[src/rtl/mem_arbiter_pkg.sv]
`default_nettype none
// ============================================================================
// Module      : mem_arbiter_pkg
// Description : Shared types and helpers for the unified memory-port arbiter.
// Revision    : 1.0 - initial release
// ============================================================================
package mem_arbiter_pkg;

    typedef enum logic [0:0] {
        ARB_IDLE = 1'b0,
        ARB_BUSY = 1'b1
    } arb_state_t;

    typedef enum logic [0:0] {
        ARB_PORT_CORE = 1'b0,
        ARB_PORT_DBG  = 1'b1
    } arb_port_t;

    // Timeout counter width; never narrower than one bit.
    function automatic int cnt_width(input int timeout);
        return (timeout < 2) ? 1 : $clog2(timeout + 1);
    endfunction

endpackage
`default_nettype wire

[src/rtl/mem_arbiter_rr_picker2.sv]
`default_nettype none
// ============================================================================
// Module      : mem_arbiter_rr_picker2
// Description : Combinational two-way picker; one-hot grant, round-robin or
//               fixed core priority on contention.
// Revision    : 1.0 - initial release
// ============================================================================
module mem_arbiter_rr_picker2
    import mem_arbiter_pkg::*;
(
    input  logic [1:0] req,
    input  arb_port_t  last_grant,
    input  logic       prio_core,
    output logic [1:0] grant
);

    always_comb begin
        grant = 2'b00;
        case (req)
            2'b01:   grant = 2'b01;
            2'b10:   grant = 2'b10;
            2'b11:   grant = (prio_core || (last_grant == ARB_PORT_DBG)) ? 2'b01 : 2'b10;
            default: grant = 2'b00;
        endcase
    end

endmodule
`default_nettype wire

[src/rtl/mem_arbiter.sv]
`default_nettype none
// ============================================================================
// Module      : mem_arbiter
// Description : Shares one memory port between core and debug loader; one
//               outstanding access, per-access timeout abort.
// Revision    : 1.0 - initial release
// ============================================================================
module mem_arbiter
    import mem_arbiter_pkg::*;
#(
    parameter int ADDR_W   = 32,
    parameter int DATA_W   = 32,
    parameter int TIMEOUT  = 255,
    parameter int CPU_PRIO = 0
) (
    input  logic                clk,
    input  logic                reset,
    input  logic                c_req,
    input  logic                c_we,
    input  logic [ADDR_W-1:0]   c_addr,
    input  logic [DATA_W-1:0]   c_wdata,
    input  logic [DATA_W/8-1:0] c_wstrb,
    output logic                c_gnt,
    output logic                c_rvalid,
    output logic [DATA_W-1:0]   c_rdata,
    output logic                c_err,
    input  logic                d_req,
    input  logic                d_we,
    input  logic [ADDR_W-1:0]   d_addr,
    input  logic [DATA_W-1:0]   d_wdata,
    input  logic [DATA_W/8-1:0] d_wstrb,
    output logic                d_gnt,
    output logic                d_rvalid,
    output logic [DATA_W-1:0]   d_rdata,
    output logic                d_err,
    output logic                mem_req,
    output logic                mem_we,
    output logic [ADDR_W-1:0]   mem_addr,
    output logic [DATA_W-1:0]   mem_wdata,
    output logic [DATA_W/8-1:0] mem_wstrb,
    input  logic                mem_ready,
    input  logic [DATA_W-1:0]   mem_rdata,
    output logic                busy
);

    localparam int               STRB_W     = DATA_W / 8;
    localparam int               CNT_W      = cnt_width(TIMEOUT);
    localparam logic             TIMEOUT_EN = (TIMEOUT != 0);
    localparam logic             PRIO_CORE  = (CPU_PRIO != 0);
    localparam logic [CNT_W-1:0] CNT_LAST   = TIMEOUT_EN ? CNT_W'(TIMEOUT - 1) : '0;
    localparam logic [CNT_W-1:0] CNT_MAX    = '1;

    arb_state_t          r_state;
    arb_port_t           r_owner;
    arb_port_t           r_last_grant;
    logic                r_we;
    logic [ADDR_W-1:0]   r_addr;
    logic [DATA_W-1:0]   r_wdata;
    logic [STRB_W-1:0]   r_wstrb;
    logic [CNT_W-1:0]    r_cnt;
    logic                r_c_rvalid, r_d_rvalid;
    logic                r_c_err, r_d_err;
    logic [DATA_W-1:0]   r_c_rdata, r_d_rdata;

    logic [1:0]          w_grant;
    logic                w_idle, w_busy, w_timeout, w_done, w_sel_dbg;

    mem_arbiter_rr_picker2 u_picker (
        .req        ({d_req, c_req}),
        .last_grant (r_last_grant),
        .prio_core  (PRIO_CORE),
        .grant      (w_grant)
    );

    assign w_idle    = (r_state == ARB_IDLE);
    assign w_busy    = (r_state == ARB_BUSY);
    assign w_sel_dbg = w_grant[1];
    // A same-cycle mem_ready beats the abort.
    assign w_timeout = TIMEOUT_EN && w_busy && !mem_ready && (r_cnt == CNT_LAST);
    assign w_done    = w_busy && (mem_ready || w_timeout);

    // Gate with reset so grants stay low while reset is asserted.
    assign c_gnt     = reset && w_idle && w_grant[0];
    assign d_gnt     = reset && w_idle && w_grant[1];

    assign mem_req   = w_busy;
    assign mem_we    = r_we;
    assign mem_addr  = r_addr;
    assign mem_wdata = r_wdata;
    assign mem_wstrb = r_wstrb;
    assign busy      = w_busy;
    assign c_rvalid  = r_c_rvalid;
    assign d_rvalid  = r_d_rvalid;
    assign c_err     = r_c_err;
    assign d_err     = r_d_err;
    assign c_rdata   = r_c_rdata;
    assign d_rdata   = r_d_rdata;

    always_ff @(posedge clk or negedge reset) begin
        if (!reset) begin
            r_state      <= ARB_IDLE;
            r_owner      <= ARB_PORT_CORE;
            r_last_grant <= ARB_PORT_DBG;
            r_we         <= 1'b0;
            r_addr       <= '0;
            r_wdata      <= '0;
            r_wstrb      <= '0;
            r_cnt        <= '0;
            r_c_rvalid   <= 1'b0;
            r_d_rvalid   <= 1'b0;
            r_c_err      <= 1'b0;
            r_d_err      <= 1'b0;
            r_c_rdata    <= '0;
            r_d_rdata    <= '0;
        end else begin
            r_c_rvalid <= 1'b0;
            r_d_rvalid <= 1'b0;
            r_c_err    <= 1'b0;
            r_d_err    <= 1'b0;
            case (r_state)
                ARB_IDLE: begin
                    r_cnt <= '0;
                    if (w_grant != 2'b00) begin
                        r_state      <= ARB_BUSY;
                        r_owner      <= w_sel_dbg ? ARB_PORT_DBG : ARB_PORT_CORE;
                        r_last_grant <= w_sel_dbg ? ARB_PORT_DBG : ARB_PORT_CORE;
                        r_we         <= w_sel_dbg ? d_we    : c_we;
                        r_addr       <= w_sel_dbg ? d_addr  : c_addr;
                        r_wdata      <= w_sel_dbg ? d_wdata : c_wdata;
                        r_wstrb      <= w_sel_dbg ? (d_we ? d_wstrb : '0)
                                                  : (c_we ? c_wstrb : '0);
                    end
                end
                ARB_BUSY: begin
                    if (w_done) begin
                        r_state <= ARB_IDLE;
                        r_cnt   <= '0;
                        if (r_owner == ARB_PORT_CORE) begin
                            r_c_rvalid <= 1'b1;
                            r_c_err    <= w_timeout;
                            if (w_timeout)
                                r_c_rdata <= '0;
                            else if (!r_we)
                                r_c_rdata <= mem_rdata;
                        end else begin
                            r_d_rvalid <= 1'b1;
                            r_d_err    <= w_timeout;
                            if (w_timeout)
                                r_d_rdata <= '0;
                            else if (!r_we)
                                r_d_rdata <= mem_rdata;
                        end
                    end else if (r_cnt != CNT_MAX) begin
                        r_cnt <= r_cnt + 1'b1;
                    end
                end
                default: r_state <= ARB_IDLE;
            endcase
        end
    end

endmodule
`default_nettype wire
[config.mk]
export PLATFORM = sky130hd
export DESIGN_NAME = mem_arbiter
export DESIGN_NICKNAME = d
export VERILOG_FILES = /design/src/rtl/mem_arbiter_pkg.sv /design/src/rtl/mem_arbiter_rr_picker2.sv /design/src/rtl/mem_arbiter.sv
export SDC_FILE = /design/constraint.sdc
export NUM_CORES = 1
export LEC_CHECK = 0
export BUFFER_PORTS_ARGS = -buffer_cell sky130_fd_sc_hd__clkbuf_2
export CORE_ASPECT_RATIO = 1.75
export CORE_MARGIN = 4
export CORE_UTILIZATION = 46
export DETAILED_ROUTE_END_ITERATION = 16
export GPL_TIMING_DRIVEN = 1
export PLACE_DENSITY = 0.84
export SYNTH_ARGS = -nofsm -noshare
export SYNTH_HDL_FRONTEND = slang
export SYNTH_SLANG_ARGS = --single-unit
export TNS_END_PERCENT = 20
[constraint.sdc]
create_clock -name clk -period 1.7 [get_ports clk]
set_input_delay 0.255 -clock clk [delete_from_list [all_inputs] [get_ports clk]]
set_output_delay 0.255 -clock clk [all_outputs]
set_load 0.01 [all_outputs]
# After elaboration in Yosys (flattened, before gate mapping)
# Cells that the tools add are included.
[totals]
reg_bits = 148
latchBits = 0
ram_bits = 0
rom_bits = 0
in_bits = 175
out_inout_bits = 141
elab_cells = 65
n_memories = 0
[op_classes]
add_sub_neg = 1
multipliers = 0
div = 0
n_lt_le_gt_ge = 0
n_eq_ne = 7
n_shift = 0
muxes = 29
bitwise_logic = 2
n_reduce_logical = 12
[ops]
columns = ["cell", "count"]
rows = [
  ["32-bit two-way mux", 4],
  ["1-bit two-way mux", 16],
  ["8-bit two-way mux", 2],
  ["8-bit one-hot mux with 2 select lines", 1],
  ["4-bit two-way mux", 3],
  ["8-bit by 1-bit adder with 8-bit output, second input constant", 1],
  ["8-bit == test, second input constant", 1],
  ["8-bit != test, second input constant", 1],
  ["4-bit AND reduction", 2],
  ["1-bit logical AND", 6],
  ["2-bit one-hot mux with 3 select lines", 1],
  ["2-bit == test, second input constant", 2],
  ["3-bit by 1-bit != test with 1-bit output, second input constant", 1],
  ["2-bit by 1-bit == test with 1-bit output, second input constant", 1],
  ["2-bit two-way mux", 1],
  ["2-bit by 1-bit != test with 1-bit output, second input constant", 1],
  ["1-bit inverter", 2],
  ["1-bit one-hot mux with 2 select lines", 1],
  ["2-bit AND reduction", 1],
  ["2-bit nonzero test", 1],
  ["1-bit logical NOT", 1],
  ["1-bit logical OR", 1],
]

# Logic depth before layout (Yosys ltp)
# Gate-level depths: netlist of the first run.
[depth]
depth_word = 7
mapped_depth = 6
ltp_nobuf = 5

# Cells and area by module
# From an unflattened synthesis of the first run, not the netlist that was laid out.
[unflattened]
cells_unflattened = 661
hier_area_um2 = 6457.4
[by_module_without_submodules]
columns = ["mod", "instances", "cells_each", "area_each_um2", "seq_area_each_um2"]
rows = [
  ["mem_arbiter", 1, 657, 6434.9, 3704.8],
  ["mem_arbiter_rr_picker2", 1, 4, 22.5, 0.0],
]

# Least setup slack after synthesis of the first run
# Ideal clock, no wire load.
[synth_timing]
path_type = "reg2reg"
start = "register r_cnt[0]"
end = "register r_d_rdata[22], in the netlist d_rdata[22]"
setup_ns = 0.120
t_arrival_ns = 1.465
required_time_ns = 1.580
setup_slack_ns = 0.115
path_stages_with_launch = 7
n_path_buf = 1
period_less_slack_ns = 1.585
path_cell_list = "dfrtp_1 inv_1 ha_1 nand4_4 nor4_4 buf_6 a21oi_1"
[synth_via]
elab_chain_cells = 5
word_cells_on_any_way = 7
cone_classes = "eq/ne: 2; mux: 1; reduce/logical: 4"
[synth_rtl]
columns = ["item", "line", "text"]
rows = [
  ["start, declared", "mem_arbiter.sv:60", "logic [CNT_W-1:0] r_cnt;"],
  ["start signal, assigned", "mem_arbiter.sv:154", "r_cnt <= r_cnt + 1'b1;"],
  ["8-bit == test *", "mem_arbiter.sv:79", "assign w_timeout = TIMEOUT_EN && w_busy && !mem_ready && (r_cnt == CNT_LAST);"],
  ["1-bit logical AND *", "mem_arbiter.sv:79", ""],
  ["1-bit logical OR", "mem_arbiter.sv:80", "assign w_done = w_busy && (mem_ready || w_timeout);"],
  ["1-bit logical AND", "mem_arbiter.sv:80", ""],
  ["4-bit AND reduction (no source line)", "--", ""],
  ["end signal, assigned", "mem_arbiter.sv:151", "r_d_rdata <= mem_rdata;"],
  ["end, declared", "mem_arbiter.sv:63", "logic [DATA_W-1:0] r_c_rdata, r_d_rdata;"],
]
# Mark *: on every way between the ends. The rest lies on a longest branch, timed or not.
# A chain may end at the register's enable or synchronous reset.

# Worst setup path after layout of the first run
[layout_timing]
start = "register r_last_grant"
end = "output port c_gnt"
[layout_via]
elab_chain_cells = 3
[layout_rtl]
columns = ["item", "line", "text"]
rows = [
  ["start, declared", "mem_arbiter.sv:55", "arb_port_t r_last_grant;"],
  ["start signal, assigned", "mem_arbiter.sv:126", "r_last_grant <= w_sel_dbg ? ARB_PORT_DBG : ARB_PORT_CORE;"],
  ["2-bit two-way mux", "mem_arbiter_rr_picker2.sv:22", "2'b11: grant = (prio_core || (last_grant == ARB_PORT_DBG)) ? 2'b01 : 2'b10;"],
  ["2-bit one-hot mux with 3 select lines", "mem_arbiter_rr_picker2.sv:19", "case (req)"],
  ["1-bit logical AND", "mem_arbiter.sv:83", "assign c_gnt = reset && w_idle && w_grant[0];"],
  ["end, declared", "mem_arbiter.sv:23", "output logic c_gnt,"],
]
# No other way between the ends.

==> results of run 1 <==
-- worst max-delay path by stage --
stage                             end  cells after the start          from  slack, ns
after floorplan           d_rdata[22]                      6      r_cnt[0]       0.12
after global placement       r_cnt[1]                      5      r_cnt[0]       0.20
after detailed placement  d_rdata[14]                      6      r_cnt[0]       0.14
after CTS                       c_gnt                      3  r_last_grant      -0.02
after global routing            c_gnt                      3  r_last_grant      -0.04
final                           c_gnt                      3  r_last_grant       0.01
-- repair_timing --
item / CTS / global route
pin swaps: 1 / 1
gates cloned: 0 / 0
endpoints found under the hold margin: 23 / 0
hold buffers: 2 / 0
setup endpoints to repair: 2 / 2
resized for setup: 2 / 4
setup buffers: 2 / 0
-- critical path, stage by stage (launching register included) --
cell and delay [ns]:
dfstp_2 0.59, nand2b_4 0.14, and4b_1 0.17, buf_2 0.13
-- report_power, final --
group / internal (uW) / switching, uW
registers: 4970 / 912
clock network: 2420 / 1510
logic: 2200 / 2930
-- per-layer routing --
metal  vias to the layer above  share of wire, %  GRT usage (%)
li1                       3062                 -              -
met1                      2994                36           26.7
met2                       252                55           44.3
met3                        38               6.9           5.63
met4                         0               2.7           9.14
met5                         -                 0              0
-- registers in the layout, indices dropped and copies added (netlist names), 4 cells and up --
name	cells
d_rdata	32
r_cnt	8
mem_wdata	32
mem_wstrb	4
c_rdata	32
mem_addr	32
-- placed cells by master, fill, tap and decap left out, types with 4 or more instances in the layout --
master     instances
clkbuf_2         312
nand2_1          261
dfrtp_1          146
a31oi_1           72
nor2_1            70
a21oi_1           70
clkbuf_16         17
buf_4             12
buf_12            10
nor3_1             9
nand3_1            5
clkinv_4           5
inv_1              4
-- per-stage QoR --
stage	instance area (um^2)	worst slack, ns	TNS [ns]	util (%)	power (uW)
2_1_floorplan	6490	0.115	0	-	8490
6_report	8990	0.0140	0	65.0	14900
5_1_grt	8990	-0.0368	-0.0368	65.0	15900
3_3_place_gp	8320	0.203	0	60.1	10900
4_1_cts	8980	-0.0163	-0.0163	64.9	15100
3_5_place_dp	8320	0.135	0	60.1	11100
-- layout make-up --
type	instances	area, um^2
Clock buffer	20	457
Inverter	4	15.0
Tap cell	177	221
Clock inverter	12	170
Timing Repair Buffer	339	1890
Multi-Input combinational cell	527	2530
Fill cell	1171	4840
Sequential cell	148	3710
-- cell usage after synthesis, drive strengths merged (4+ instances only) --
library cell / instances / area [um^2]
a21oi: 73 / 377
a31oi: 72 / 450
and3: 4 / 26.3
buf: 28 / 178
clkbuf: 28 / 105
dfrtp: 147 / 3680
inv: 4 / 15.0
nand2: 261 / 980
nand3: 6 / 35.0
nand4: 4 / 40.0
nor2: 70 / 263
nor3: 9 / 45.0
-- logic make-up (layout without fill, tap and decap cells) --
group                      count (synthesis)  in the layout  share of synthesized area (%)
adders and majority gates                  2              2                          0.385
AOI/OAI and AO/OA                        156            156                           14.0
DFF                                      148            148                           57.1
and+or+nand+nor                          369            369                           23.8
buffers and inverters                     61            375                           4.78
==> metrics, run 1 <==
Final Instance Count excl. Fillers=1227; Synth Warn #=0; RD Place Congestion=roughly 0.83; type of the worst min-delay path=in2reg; max-cap viol count=0; Hold EP=mem_wdata[25]; drt initial violations=between 200 and 300; Leak=about 0.0046 uW; Hold Path Origin=d_wdata[25]; synth unique cells=just over 40; Post-synth EDFFs=0; # diodes=0; vias per cell=between 5 and 6; critical path fanouts, max=4; ys async rst share=between 90% and 100%; startpoint types=flop; Final Cycle Share=99.2%; worst-skew pair later-pin latency=0.41 ns; largest net degree at the start of global routing=89; drt first pass iters=6; H-Tree Depth=4; Worst-path clk slew=0.07 ns; Syn Inst Count=roughly 740; Tot GR Track Use=between 20% and 30%; FF-to-FF End=c_rdata[21]; Fin Hold WS=slightly below 0.07 ns; Slew @ Worst Pin=between 1 and 1.5 ns; hpwl dp=approximately 15000 um; DP Cell Count=around 1200; Setup-failing EPs final=0; Synthesized Nets=~910; Core Box Area=~0.014 mm^2; Clock Sink Count=148; DRC=0; Root Driver=clkbuf_16; DR WL/cell=about 16 um; area grow syn2layout=38.5%; max-slew violation total from the final report=0; main flop type after synthesis=dfrtp_1; worst-case reg-to-reg path depth=5; Critical Path RT=around 1.4 ns; Mean Syn Cell Area=8.82 um^2; number of port buffers=approximately 320; status=completed; vias in the first global route=between 6000 and 7000; Die H=between 150 and 200 um; post-synthesis register bit count=148; Peak VDD IR=between 0.0007 and 0.0008 V; Nets=between 1000 and 1500; final hold vios=0; share of post-route cells with drive strength above 1=a little under two fifths; arrival time at the worst endpoint=about 1.4 ns; register area share after synthesis=between 50 and 60%; Final min period=between 1.5 and 2 ns; die area=0.0162 mm^2; power per standard cell area=~1700 mW/mm^2; Bufs on Longest Clock Path=2; synthesized cell area=about 0.0065 mm^2; Worst Skew=between 0.01 and 0.015 ns; Worst Hold Depth=3; WL final=19800 um; Worst setup EP type=output port; highest clock rate=a little under 600 MHz; first-pass GRT wire length=31100 um; final antenna-violating net count=0; Reg-to-Reg Start=busy; critical path class=reg2out; total CTS buffers=17; I/O pin total=approximately 320; Initial Util=approximately 47%; CTS tree=done; GRT overflow=0; Die Wd=97.8 um; r2r setup slk=between 0.1 and 0.15 ns; Slew headroom=31.4%; RSZ-0062 raised after global routing=yes; via count=between 6000 and 7000; Row Count=57; antenna violations before repair=0
Note: power is estimated with default switching activity, not from simulation.
==> inputs of run 2 (changes only) <==
Settings changed: SYNTH_HIERARCHICAL set to 1.
==> run 2 against run 1 <==
The flow now finishes with violations (negative setup slack). Die area is 0.50% lower. Cell count is 4.2% lower. Global-route usage is 1.5 points lower. Utilization is 1.7 points higher. Design area is 2.6% higher. Clock power is 11% lower. Critical endpoint unchanged. Largest power group unchanged. Highest routed layer unchanged.
==> metrics, run 2 <==
startpoint types=flop; area grow syn2layout=42.8%; critical path fanouts, max=3; via count=a little over 6000; register area share after synthesis=between 50% and 60%; Worst Hold Depth=3; Worst Skew=between 0.01 and 0.015 ns; DP Cell Count=roughly 1100; critical path class=reg2out; Yosys top cell by area=dfrtp_1; Hold Path Origin=mem_rdata[15]; Syn Inst Count=about 660; DR WL/cell=between 15 and 20 um; # diodes=0; RSZ-0062 raised after global routing=yes; final antenna-violating net count=0; total CTS buffers=17; Setup-failing EPs final=23; Peak VDD IR=around 0.00071 V; drt first pass iters=4; arrival time at the worst endpoint=roughly 1.6 ns; synthesized cell area=between 0.006 and 0.007 mm^2; CTS tree=done; most numerous cell in the Yosys netlist=nand2_1; violated checks=negative setup slack; status=finished with violations; vias in the first global route=6040; Mean Syn Cell Area=slightly below 10 um^2; share of post-route cells with drive strength above 1=between 40% and 50%; synth unique cells=38; Final Cycle Share=106%; Core Box Area=between 0.01 and 0.015 mm^2; area share of the largest cell type after synthesis=57.0%; I/O pin total=approximately 320; die area=0.0161 mm^2; first-pass GRT wire length=a little under 30000 um; Post-synth EDFFs=0; type of the worst min-delay path=in2reg; r2r setup slk=-0.01 ns; worst-skew pair later-pin latency=between 0.4 and 0.5 ns; Slew headroom=between 40% and 50%; worst-case reg-to-reg path depth=7; Clock Sink Count=about 150; leading cell types in the layout, fill and taps excluded=313 x clkbuf_2, 204 x nand2_1, 146 x dfrtp_1; top cells by count, synth=205 x nand2_1, 147 x dfrtp_1, 69 x a21oi_1, 69 x o21ai_0, 65 x mux2i_1; final hold vios=0; number of port buffers=315; Row Count=57; GRT overflow=0; commonest non-fill, non-tap cell in the layout=clkbuf_2; Reg-to-Reg Start=r_last_grant; Nets=between 1000 and 1500; Die Wd=just under 100 um; Hold EP=c_rdata[15]; main flop type after synthesis=dfrtp_1; Tot GR Track Use=between 20 and 25%; WL final=between 15000 and 20000 um; Synth Warn #=6; Final Instance Count excl. Fillers=about 1200; Critical Path RT=between 1 and 1.5 ns; max-cap viol count=0; Worst-path clk slew=around 0.07 ns; largest net degree at the start of global routing=131; Worst setup EP type=output port; Leak=0.00479 uW; vias per cell=5.16; Final min period=1.81 ns; Final WS setup=-0.109 ns; hpwl dp=13900 um; RD Place Congestion=approximately 0.85; FF-to-FF End=mem_addr[21]; Bufs on Longest Clock Path=2; drt initial violations=between 150 and 200; power per standard cell area=1660 mW/mm^2; Initial Util=a little under half; H-Tree Depth=4; max-slew violation total from the final report=0; ys async rst share=between 90% and 100%; largest cells by area after synthesis=dfrtp_1 57%, nand2_1 12%, mux2i_1 10%, a21oi_1 5.3%, o21ai_0 5.3%; Slew @ Worst Pin=slightly below 0.8 ns; post-synthesis register bit count=148; Die H=approximately 160 um; Root Driver=clkbuf_16; antenna violations before repair=0; highest clock rate=553 MHz; DRC=0; post-layout util=between 60% and 70%
## run 2: how the worst max path moves through the flow
stage                      start            to  slack [ns]  cells past startpoint
floorplan           r_last_grant  mem_addr[10]      0.0006                      7
global placement    r_last_grant  mem_wdata[7]        0.16                      5
detailed placement  r_last_grant  mem_addr[20]        0.05                      5
CTS                 r_last_grant         c_gnt       -0.06                      5
global route        r_last_grant         c_gnt       -0.22                      5
finish              r_last_grant         c_gnt       -0.11                      5
## run 2: cells by family after synthesis
kind of cell	share of synthesized area, %
adders and majority gates	0.387
and+or+nand+nor	15.8
DFF	57.4
other	0.0581
AOI/OAI and AO/OA	12.7
buffers and inverters	3.57
muxes	10.1
## run 2: area by class of cell
cell class,instances,area [um^2]
multi-input cells,463,2600
clock buffers,17,425
clock inverters,15,120
inverters,4,15.0
flip-flops and latches,148,3710
fillers,1118,4610
repair buffers,351,2140
well taps,177,221
## run 2: worst max-delay path, cell delays in order (launching register included)
cell and delay [ns]:
dfstp_2 0.56, nor2_2 0.04, a21boi_2 0.17, nand2b_1 0.14, nor2_1 0.11, buf_2 0.13
## run 2: metrics by stage
stage	total power (uW)	instance area (um^2)	setup WS (ns)	setup TNS, ns	hold slack (ns)
2_1_floorplan	8690	6470	0.000571	0	-0.0406
3_3_place_gp	11100	8350	0.157	0	0.105
3_5_place_dp	11400	8350	0.0524	0	0.106
4_1_cts	14900	8950	-0.0551	-0.113	0.0521
5_1_grt	16300	9220	-0.222	-3.67	0.0583
6_report	15300	9220	-0.109	-0.266	0.0719
## run 2: what timing repair did
action | 4_1_cts | 5_1_grt
setup buffers | 4 | 2
endpoints found under the hold margin | 18 | 0
pin swaps | 2 | 5
gates cloned | 0 | 9
gates resized for setup | 12 | 38
hold buffers | 1 | 0
setup endpoints to repair | 2 | 125
## run 2: report_power, final
part / switching [uW] / leakage, uW / internal, uW
sequential: 917 / 0.00186 / 5050
clock: 1590 / 0.000261 / 1910
combinational: 3290 / 0.00267 / 2580
total: 5800 / 0.00479 / 9540
## run 2: metal layers
metal / GRT usage (%) / part of all wire (%) / vias up
met5: 0 / 0 / -
met4: 9.58 / 3.5 / 0
met3: 4.95 / 6.0 / 49
met2: 41.2 / 55 / 258
met1: 25.0 / 35 / 2867
li1: - / - / 2887
==> inputs of run 3 (changes only) <==
Settings changed: CELL_PAD_IN_SITES_DETAIL_PLACEMENT set to 0, CELL_PAD_IN_SITES_GLOBAL_PLACEMENT set to 1, CORE_UTILIZATION 46 to 33, PLACE_DENSITY 0.84 to 0.83, SETUP_SLACK_MARGIN set to 0.05.
==> run 3 against run 2 <==
The run ends with negative hold slack, negative setup slack left. Non-clock buffer count is 1 higher. Flip-flop and latch count unchanged. Die area grew 37%. Sequential share of layout area fell by 0.47 points. Worst hold slack worse by 0.16 ns. Via count fell by 2.9%. Design area rose by 1.2%. Sequential power about the same. Count of clock-buffer cells in the layout grew 1. Utilization is 18 points lower. Setup slack improved by 0.037 ns. Highest routed layer unchanged.
==> metrics, run 3 (synthesized netlist as in run 2, its figures left out) <==
share of post-route cells with drive strength above 1=between 40% and 50%; hpwl dp=~14000 um; worst path buffer plus inverter count=1; type of the worst min-delay path=in2async; Core Box Area=0.0192 mm^2; Critical Path RT=around 1.4 ns; Peak VDD IR=0.000696 V; critical path fanouts, max=3; highest clock rate=564 MHz; Root Driver=clkbuf_16; worst setup path startpoint=r_last_grant; Setup-failing EPs final=1; Max stage delay on crit path=around 0.55 ns; Slowest cell on crit path=dfstp_2; DR WL/cell=about 17 um; vias in the first global route=between 5000 and 6000; Final Cycle Share=104%; Row Count=67; first-pass GRT wire length=slightly above 30000 um; status=finished with violations; Nets=1163; leading cell types in the layout, fill and taps excluded=312 x clkbuf_2, 194 x nand2_1, 146 x dfrtp_1; Bufs on Longest Clock Path=2; vias per cell=4.75; max-slew violation total from the final report=0; Clock Sink Count=~150; Final Instance Count excl. Fillers=approximately 1200; I/O pin total=roughly 320; RSZ-0062 raised after global routing=yes; DP Worst Slack=0.110 ns; GRT overflow=0; arrival time at the worst endpoint=roughly 1.5 ns; Die H=193 um; Post-CTS Hold Fix Bufs=0; Worst setup EP type=output port; final antenna-violating net count=0; Slew headroom=about two fifths; # diodes=0; H-Tree Depth=4; crit path cell chain=nor2_2 > a21boi_2 > nand2b_1 > nor2_1 > buf_2; DRC=0; RD Place Congestion=0.811; Final min period=roughly 1.8 ns; Fin Hold WS=-0.0879 ns; via count=roughly 5900; Die Wd=~110 um; total CTS buffers=17; number of port buffers=315; CP top delay family=flip-flops; WL final=20700 um; Final WS setup=-0.0721 ns; Leak=about 0.0048 uW; antenna violations before repair=0; worst-skew pair later-pin latency=around 0.42 ns; setup TNS=-0.0721 ns; Tot GR Track Use=17.6%; drt initial violations=266; startpoint types=flop; area grow syn2layout=44.5%; largest net degree at the start of global routing=149; Worst-path clk slew=~0.070 ns; drt first pass iters=4; CTS tree=done; power per standard cell area=between 1500 and 2000 mW/mm^2; Reg-to-Reg Start=r_last_grant; Initial Util=between 30% and 40%; violated checks=negative hold slack, negative setup slack; die area=around 0.022 mm^2; Worst Skew=0.0112 ns; max-cap viol count=0; commonest non-fill, non-tap cell in the layout=clkbuf_2; critical path class=reg2out; post-layout util=between 40% and 50%; Slew @ Worst Pin=just over 0.9 ns; final hold vios=43; DP Cell Count=1188
==> run 3: final cells by class <==
type                            count  area, um^2
Timing Repair Buffer              352        2130
Clock inverter                     13         113
Fill cell                        1888        9870
Inverter                            4        15.0
Tap cell                          241         302
Clock buffer                       18         429
Sequential cell                   148        3710
Multi-Input combinational cell    463        2640
==> run 3: per-stage QoR <==
stage,area (um^2),total power [uW]
global placement,8410,11200
finish,9330,15400
floorplan,6490,8710
CTS,8990,15000
global route,9330,16500
detailed placement,8410,11400
==> run 3: power by group <==
| part | internal, uW | total [uW] | switching [uW] |
|---|---|---|---|
| Clock | 2000 | 3540 | 1540 |
| Combinational | 2630 | 5890 | 3260 |
| Sequential | 5050 | 5980 | 936 |
==> run 3: path summary, 6_finish.rpt <==
| check | end | slack [ns] | cells after the start |
|---|---|---|---|
| worst max-delay path | c_gnt | -0.07 | 5 |
| worst min-delay path | c_rdata[11] | -0.09 | 2 |
| worst max register to register | mem_wstrb[2] | 0 | 9 |
| worst min register to register | mem_addr[22] | 0.48 | 2 |
| max in group asynchronous | busy | 1.00 | 2 |
| min in group clk | d_rdata[27] | 0.07 | 3 |
==> run 3: timing repair <==
action                                  CTS  global route
buffers inserted                          3             7
cloned                                    0            10
hold endpoints to repair                  0             0
resized for setup                         3            72
pin swaps                                 1             4
endpoints found under the setup margin    2            58
==> run 3: worst register-to-register path, stage by stage, from the launching register on <==
cell and delay [ns]:
dfstp_2 0.55, nor2_2 0.05, a21boi_2 0.16, buf_4 0.13, buf_4 0.10, o21bai_4 0.07, buf_8 0.15, buf_12 0.18
nand2_1 0.10, o21ai_0 0.08
==> run 3: routing by layer <==
metal	GRT usage [%]	wire length, um	up-vias
li1	-	-	2883
met1	18.4	7090	2739
met2	32.9	11700	239
met3	5.37	1490	22
met4	6.52	399	0
met5	0	0	-
